$ cat src/rtl/maze_rom_arbiter.sv
// Shares the synchronous-read maze ROM between the pixel fetch path (strict priority)
// and NUM_REQ round-robin game requesters; two-cycle fixed-latency responses.
module maze_rom_arbiter #(
  parameter int unsigned NUM_REQ = 4,
  parameter int unsigned COLS    = 640,
  parameter int unsigned ROWS    = 480,
  parameter int unsigned ADDR_W  = 19
) (
  input  logic                    Clk,
  input  logic                    Reset,
  input  logic                    pix_req,
  input  logic [9:0]              pix_x,
  input  logic [9:0]              pix_y,
  output logic                    pix_valid,
  output logic                    pix_data,
  input  logic [NUM_REQ-1:0]      req,
  input  logic [10*NUM_REQ-1:0]   req_x,
  input  logic [10*NUM_REQ-1:0]   req_y,
  output logic [NUM_REQ-1:0]      gnt,
  output logic [NUM_REQ-1:0]      rsp_valid,
  output logic                    rsp_data,
  output logic [ADDR_W-1:0]       rom_addr,
  input  logic                    rom_data
);

  localparam int unsigned IW = (NUM_REQ > 1) ? $clog2(NUM_REQ) : 1;

  logic [IW-1:0]      r_rr_ptr;
  logic [NUM_REQ-1:0] r_pending;
  logic               r_s1_valid, r_s1_pix, r_s1_oor;
  logic [IW-1:0]      r_s1_idx;
  logic               r_s2_valid, r_s2_pix, r_s2_oor;
  logic [IW-1:0]      r_s2_idx;

  logic [NUM_REQ-1:0] w_elig;
  logic               w_game_found;
  logic [IW-1:0]      w_win;
  logic [IW-1:0]      w_idx;
  logic               w_any;
  logic [9:0]         w_x, w_y;
  logic               w_oor;
  logic [ADDR_W-1:0]  w_addr;
  logic [NUM_REQ-1:0] w_win_oh;
  logic [NUM_REQ-1:0] w_s2_oh;

  // Round-robin search upward from r_rr_ptr; a requester still pending is not eligible.
  always_comb begin
    w_elig       = req & ~r_pending;
    w_game_found = 1'b0;
    w_win        = '0;
    w_idx        = '0;
    for (int unsigned k = 0; k < NUM_REQ; k++) begin
      w_idx = IW'((32'(r_rr_ptr) + k) % NUM_REQ);
      if (!w_game_found && w_elig[w_idx]) begin
        w_game_found = 1'b1;
        w_win        = w_idx;
      end
    end
  end

  always_comb begin
    w_any    = pix_req | w_game_found;
    w_x      = pix_req ? pix_x : req_x[10*w_win +: 10];
    w_y      = pix_req ? pix_y : req_y[10*w_win +: 10];
    w_oor    = (32'(w_x) >= COLS) || (32'(w_y) >= ROWS);
    w_addr   = ADDR_W'(32'(w_y) * COLS + 32'(w_x));
    w_win_oh = (!pix_req && w_game_found) ? (NUM_REQ'(1) << w_win) : '0;
    w_s2_oh  = (r_s2_valid && !r_s2_pix) ? (NUM_REQ'(1) << r_s2_idx) : '0;
  end

  always_ff @(posedge Clk or posedge Reset) begin
    if (Reset) begin
      r_rr_ptr   <= '0;
      r_pending  <= '0;
      r_s1_valid <= 1'b0;
      r_s1_pix   <= 1'b0;
      r_s1_oor   <= 1'b0;
      r_s1_idx   <= '0;
      r_s2_valid <= 1'b0;
      r_s2_pix   <= 1'b0;
      r_s2_oor   <= 1'b0;
      r_s2_idx   <= '0;
      rom_addr   <= '0;
      gnt        <= '0;
      rsp_valid  <= '0;
      rsp_data   <= 1'b0;
      pix_valid  <= 1'b0;
      pix_data   <= 1'b0;
    end else begin
      gnt       <= w_win_oh;
      r_pending <= (r_pending & ~w_s2_oh) | w_win_oh;
      if (|w_win_oh) begin
        r_rr_ptr <= (w_win == IW'(NUM_REQ - 1)) ? '0 : w_win + 1'b1;
      end
      if (w_any && !w_oor) begin
        rom_addr <= w_addr;
      end
      r_s1_valid <= w_any;
      r_s1_pix   <= pix_req;
      r_s1_idx   <= w_win;
      r_s1_oor   <= w_oor;
      // Tag delay stage lines up with the ROM's one-cycle read latency.
      r_s2_valid <= r_s1_valid;
      r_s2_pix   <= r_s1_pix;
      r_s2_idx   <= r_s1_idx;
      r_s2_oor   <= r_s1_oor;
      pix_valid  <= r_s2_valid && r_s2_pix;
      rsp_valid  <= w_s2_oh;
      // Off-maze reads: pixels see floor, game probes see wall.
      if (r_s2_valid && r_s2_pix) begin
        pix_data <= !r_s2_oor && rom_data;
      end
      if (r_s2_valid && !r_s2_pix) begin
        rsp_data <= r_s2_oor || rom_data;
      end
    end
  end

endmodule
$ cat config.mk
export PLATFORM = sky130hd
export DESIGN_NAME = maze_rom_arbiter
export DESIGN_NICKNAME = d
export VERILOG_FILES = /design/src/rtl/maze_rom_arbiter.sv
export SDC_FILE = /design/constraint.sdc
export NUM_CORES = 1
export LEC_CHECK = 0
export ABC_CLOCK_PERIOD_IN_PS = 14350
export BUFFER_PORTS_ARGS = -buffer_cell sky130_fd_sc_hd__buf_2
export CORE_AREA = 2 2 125 115
export DETAILED_ROUTE_END_ITERATION = 10
export DIE_AREA = 0 0 127 117
export PLACE_DENSITY_LB_ADDON = 0.08
export SLEW_MARGIN = 20
export SYNTH_ARGS = -nofsm -noshare
export SYNTH_HDL_FRONTEND = slang
export SYNTH_SLANG_ARGS = --single-unit
$ cat constraint.sdc
create_clock -name Clk -period 14.35 [get_ports Clk]
set_input_delay 2.1525 -clock Clk [delete_from_list [all_inputs] [get_ports Clk]]
set_output_delay 2.1525 -clock Clk [all_outputs]
set_load 0.01 [all_outputs]
==> Yosys cells after proc, flatten, opt, wreduce, memory -nomap -nowiden <==
Cells that the tools add are included.
Widths: inputs -> output; s select.
{ "totals": {"inputBits": 108, "wordCells": 79, "reg_bits": 46, "out_inout_bits": 30} }
{ "op_classes": {"muxes": 21, "n_mul": 2, "n_lt_le_gt_ge": 6, "shift": 4, "reduce_logical": 18, "addsub": 5, "bitwise": 6, "n_eq_ne": 1} }
{ "op_table": {"columns": ["operator", "n"], "rows": [
  ["$shiftx 40x7->10", 2],
  ["$mux 10", 2],
  ["$add 19x10->19", 1],
  ["$lt 2x3->1 const B", 4],
  ["$mul 10x3->12 const B", 1],
  ["$ge 10x10->1 const B", 1],
  ["$ge 10x9->1 const B", 1],
  ["$mux 2", 5],
  ["$and 4x4->4", 2],
  ["$bmux 1 s2", 4],
  ["$logic_and 1x1->1", 8],
  ["$mux 1", 8],
  ["$mux 4", 2],
  ["$not 4->4", 2],
  ["$shl 1x2->4 const A", 2],
  ["$logic_not 1->1", 7],
  ["$mul 3x2->5 const A", 1],
  ["$add 2x1->2 const B", 2],
  ["$add 2x2->2 const B", 2],
  ["$or 4x4->4", 1],
  ["$reduce_or 4->1", 1],
  ["$eq 2x2->1 const B", 1],
  ["$logic_or 1x1->1", 2],
  ["$or 1x1->1", 1]
]} }

==> Longest topological paths before layout <==
{ "depth": {"ltp_word": 21, "depth_mapped": 22, "mapped_depth_nobuf": 19} }

==> Worst setup path after synthesis <==
No wires, ideal clock.
{ "synth_timing": {"path_kind": "input to register", "startpoint": "in req[3]", "endpoint": "reg rom_addr[18]", "slack_ns": 7.793, "setup_time_ns": 0.125, "n_path_buf": 3, "cell_stages": 22, "t_arrival_ns": 6.432, "t_required_ns": 14.225, "cell_sequence": "nor2b_1 nor2_1 a21oi_4 inv_4 buf_6 clkbuf_1 clkbuf_1 nand2_1 nand3_1 o21ai_0 o21ai_0 ha_1 ha_1 fa_1 a21o_1 a21oi_1 o21bai_1 a21oi_1 xnor2_1 nand3_1 xor2_1 mux2_2"} }
{ "synth_via": {"elab_chain_cells": 20, "word_cells_on_any_way": 36, "classes_between": "add/sub (1); mul (2); order compare (2); shift (2); mux (18); bitwise (2); reduce/logical (9)"} }
{ "synth_rtl": {"columns": ["element", "line", "rtl"], "rows": [
  ["start: declaration", "16", "input logic [NUM_REQ-1:0] req,"],
  ["$and 4x4->4 (*)", "48", "w_elig = req & ~r_pending;"],
  ["parallel branches: the longest is 19 deep, another holds $bmux 1 s2", null, null],
  ["end signal: assignment", "96", "rom_addr <= w_addr;"],
  ["end: declaration", "22", "output logic [ADDR_W-1:0] rom_addr,"]
]} }
Mark *: on every way between the ends. The select of a mux whose other input is x is not followed.
A chain may end at the register's enable or synchronous reset.

==> Worst setup path in the final report <==
{ "layout_timing": {"startpoint": "in req[2]", "endpoint": "reg rom_addr[17]"} }
Same word-level chain as after synthesis.

==> results_dict.tcl <==
set metrics [dict create \
    die_x_um 127 \
    initial_utilization 0.245 \
    die_area_sq_mm 0.0149 \
    io_pins 138 \
    max_cap_viol_count 0 \
    post_cts_buffers 0 \
    dp_hpwl_um 8130 \
    path_clk_slew_ns 0.07 \
    rsz0062_at_grt "false" \
    finalCritPeriodShare 0.486 \
    finalSetupViolations 0 \
    fmax_mhz 143 \
    post_cts_resized 0 \
    r2r_setup_slack_ns 8.91 \
    grt_start_max_net_pins 47 \
    grt_pass1_vias 3056 \
    numCtsBuffers 5 \
    clkLatencyLatePin_ns 0.30 \
    netlist_instances 374 \
    postRouteAntennaNets 0 \
    viasPerCell 4.51 \
    vias 3060 \
    dr.pass1.iters 4 \
    fillCellCount 1489 \
    clock-sinks 46 \
    drc 0 \
    regArea_sq_mm 0.00115 \
    syn-cell-area_sq_mm 0.00334 \
    min_to "r_s2_pix" \
    hold_viol 0 \
    layout-drive-gt1-share 0.356 \
    num_rows 41 \
    path_max_fanout 44 \
    min_period_ns 6.97 \
    maxSlewViolCount 0 \
    core-area_sq_mm 0.0136 \
    tightest_slew_ns 0.950 \
    synth_async_sr_flop_share 1.00 \
    synth_area_leaders "dfrtp_1, nand2_1, ha_1" \
    io_buffers 137 \
    synth.distinct_cells 52 \
    r2r_cells 19 \
    synth_edf_count 0 \
    syn-num-nets 503 \
    crit_arrival_ns 7.15 \
    stdcell_count 678 \
    grt.overflow.total 0 \
    cp-end-kind "flip-flop" \
    fin_nets 633 \
    die_h_um 117 \
    min_from "r_s1_pix" \
    postSynthAreaPerCell_sq_um 8.94 \
    htree_num_levels 2 \
    cp-start-kind "input port" \
    gp_congestion 0.760 \
    postRouteWirelength_um 10300 \
    max_slew_margin 0.365 \
    drtIter0Drc 101 \
    antenna_found_initial 2 \
    min-delay-path-class "reg2reg" \
    cts_hold_buf 0 \
    p_total_uw 901 \
    synth-seq-cells 46 \
    holdPathStages 0 \
    synthFlopType "dfrtp_1" \
    peakVddDrop_uv 80.7 \
    cts_tree "yes" \
    ys_seq_area_frac 0.344 \
    status "completed" \
    routedWlPerCell_um 15.2 \
    yosysTopAreaCell "dfrtp_1" \
    area_growth_pct 29.4 \
    p_leak_nw 2.21 \
    cellPowerDensity_mw_per_mm2 208 \
    utilization 0.317 \
    multiInputGateArea_sq_mm 0.00204 \
    ys.warnings.count 0 \
    grt_first_pass_wirelength_um 16100 \
    hold_slack_ns 0.349 \
    yosys.area.top_type_share 0.344 \
    tns_ns 0 \
    track_usage 0.141 \
    cts.path.max_buffers 2 \
    rr_endpoint "rom_addr[17]" \
    finalClockSkew_ns 0.0102 \
    path_class "in2reg" \
    r2r_start "r_pending[1]" \
    critPathRequiredTime_ns 14.53 \
    cts_root_buf "clkbuf_16" \
    place_inst 669 \
]
registers in the layout, summed over array words and instances (netlist names):
signal,count
rsp_valid,4
r_s1_pix,1
r_s1_valid,1
pix_valid,1
rom_addr,19
r_pending,4
r_s1_oor,1
r_s2_pix,1
r_s2_oor,1
gnt,4
rsp_data,1
r_s1_idx,2
r_s2_valid,1
pix_data,1
r_rr_ptr,2
r_s2_idx,2
worst max-delay path, stage by stage:
cell and delay [ns]:
buf_2 0.10, nor2b_1 0.13, a221o_2 0.47, a21oi_4 0.78
inv_4 0.42, nand2_1 0.18, nand2_1 0.05, o21ai_0 0.13
o21ai_0 0.25, ha_1 0.39, ha_1 0.22, fa_1 0.40
a21o_1 0.17, a21oi_1 0.22, o21bai_1 0.09, a21oi_1 0.23
xnor2_1 0.20, nand3_1 0.14, xnor2_1 0.15, mux2_2 0.26
power breakdown:
part | leakage [nW] | internal (mW) | switching [mW]
Combinational | 1.59 | 0.258 | 0.313
Clock | 0.0664 | 0.0652 | 0.0547
Sequential | 0.556 | 0.183 | 0.0271
per-layer routing:
layer | GRT usage | part of all wire | vias up | wire (um)
met5 | 0 | 0.0013 | - | 13
met4 | 0.0535 | 0.026 | 2 | 270
met3 | 0.0314 | 0.056 | 18 | 579
met2 | 0.225 | 0.44 | 93 | 4500
met1 | 0.187 | 0.48 | 1383 | 4910
li1 | - | - | 1564 | -
cell families after synthesis:
family	count (synthesis)	synth area share
AO/OA/AOI/OAI	77	0.168
XOR/XNOR	20	0.0524
adder cells (fa/ha/maj)	21	0.0831
buffers and inverters	33	0.0457
flip-flops	46	0.344
multiplexers	28	0.104
AND/OR/NAND/NOR	149	0.202
layout by cell type, fill, tap and decap left out, drive strengths merged, types with 4 or more instances in the layout:
| cell type | synthesis | routed |
|---|---|---|
| nand2b | 6 | 6 |
| nor2b | 6 | 6 |
| mux2i | 5 | 5 |
| nand2 | 87 | 87 |
| dfrtp | 46 | 46 |
| ha | 19 | 19 |
| a21o | 7 | 7 |
| a311oi | 4 | 4 |
| nor2 | 11 | 11 |
| o21ai | 23 | 23 |
| clkbuf | 12 | 5 |
| a2111oi | 4 | 4 |
| o21bai | 5 | 5 |
| and2 | 9 | 9 |
| xor2 | 13 | 13 |
| a211oi | 6 | 6 |
| a21oi | 10 | 10 |
| nand3 | 14 | 14 |
| a31oi | 5 | 5 |
| buf | 4 | 139 |
| and3 | 5 | 5 |
| xnor2 | 7 | 7 |
| mux2 | 23 | 23 |
| inv | 16 | 16 |
through the flow:
stage | area, sq um | worst slack [ns]
floorplan | 3340 | 7.79
global placement | 4170 | 7.11
detailed placement | 4170 | 7.02
CTS | 4320 | 7.31
global route | 4320 | 6.83
finish | 4320 | 7.38
cells in the mapped netlist, types with 2 or more instances:
cell type	instances
nand2_1	87
dfrtp_1	46
o21ai_0	23
ha_1	19
inv_1	14
nand3_1	14
mux2_2	13
xor2_1	13
clkbuf_1	12
nor2_1	11
mux2_4	10
a21oi_1	9
and2_1	9
a21o_1	7
xnor2_1	7
a211oi_1	6
nand2b_1	6
nor2b_1	6
a31oi_1	5
and3_1	5
mux2i_1	5
o21bai_1	5
a311oi_1	4
a2111oi_0	2
a211o_1	2
buf_6	2
fa_1	2
nand3b_1	2
nand4_1	2
nor3_1	2
nor3b_1	2
o22ai_1	2
cell type report:
class                      count  share of cell area
sequential                    46               0.266
inverter                      17              0.0156
antenna                        1            0.000579
clock buffer                   5              0.0289
clock inverter                 3             0.00550
tap                          172              0.0498
multi-input combinational    295               0.471
timing repair buffer         139               0.162
how the worst max path moves through the flow:
stage	slack, ns	startpoint	cells past startpoint	endpoint
finish	7.38	req[2]	20	rom_addr[17]
global route	6.83	req[3]	19	rom_addr[18]
CTS	7.31	req[2]	20	rom_addr[17]
detailed placement	7.02	req[2]	20	rom_addr[17]
global placement	7.11	req[2]	20	rom_addr[18]
floorplan	7.79	req[3]	22	rom_addr[18]
Note: power is estimated with default switching activity, not from simulation.
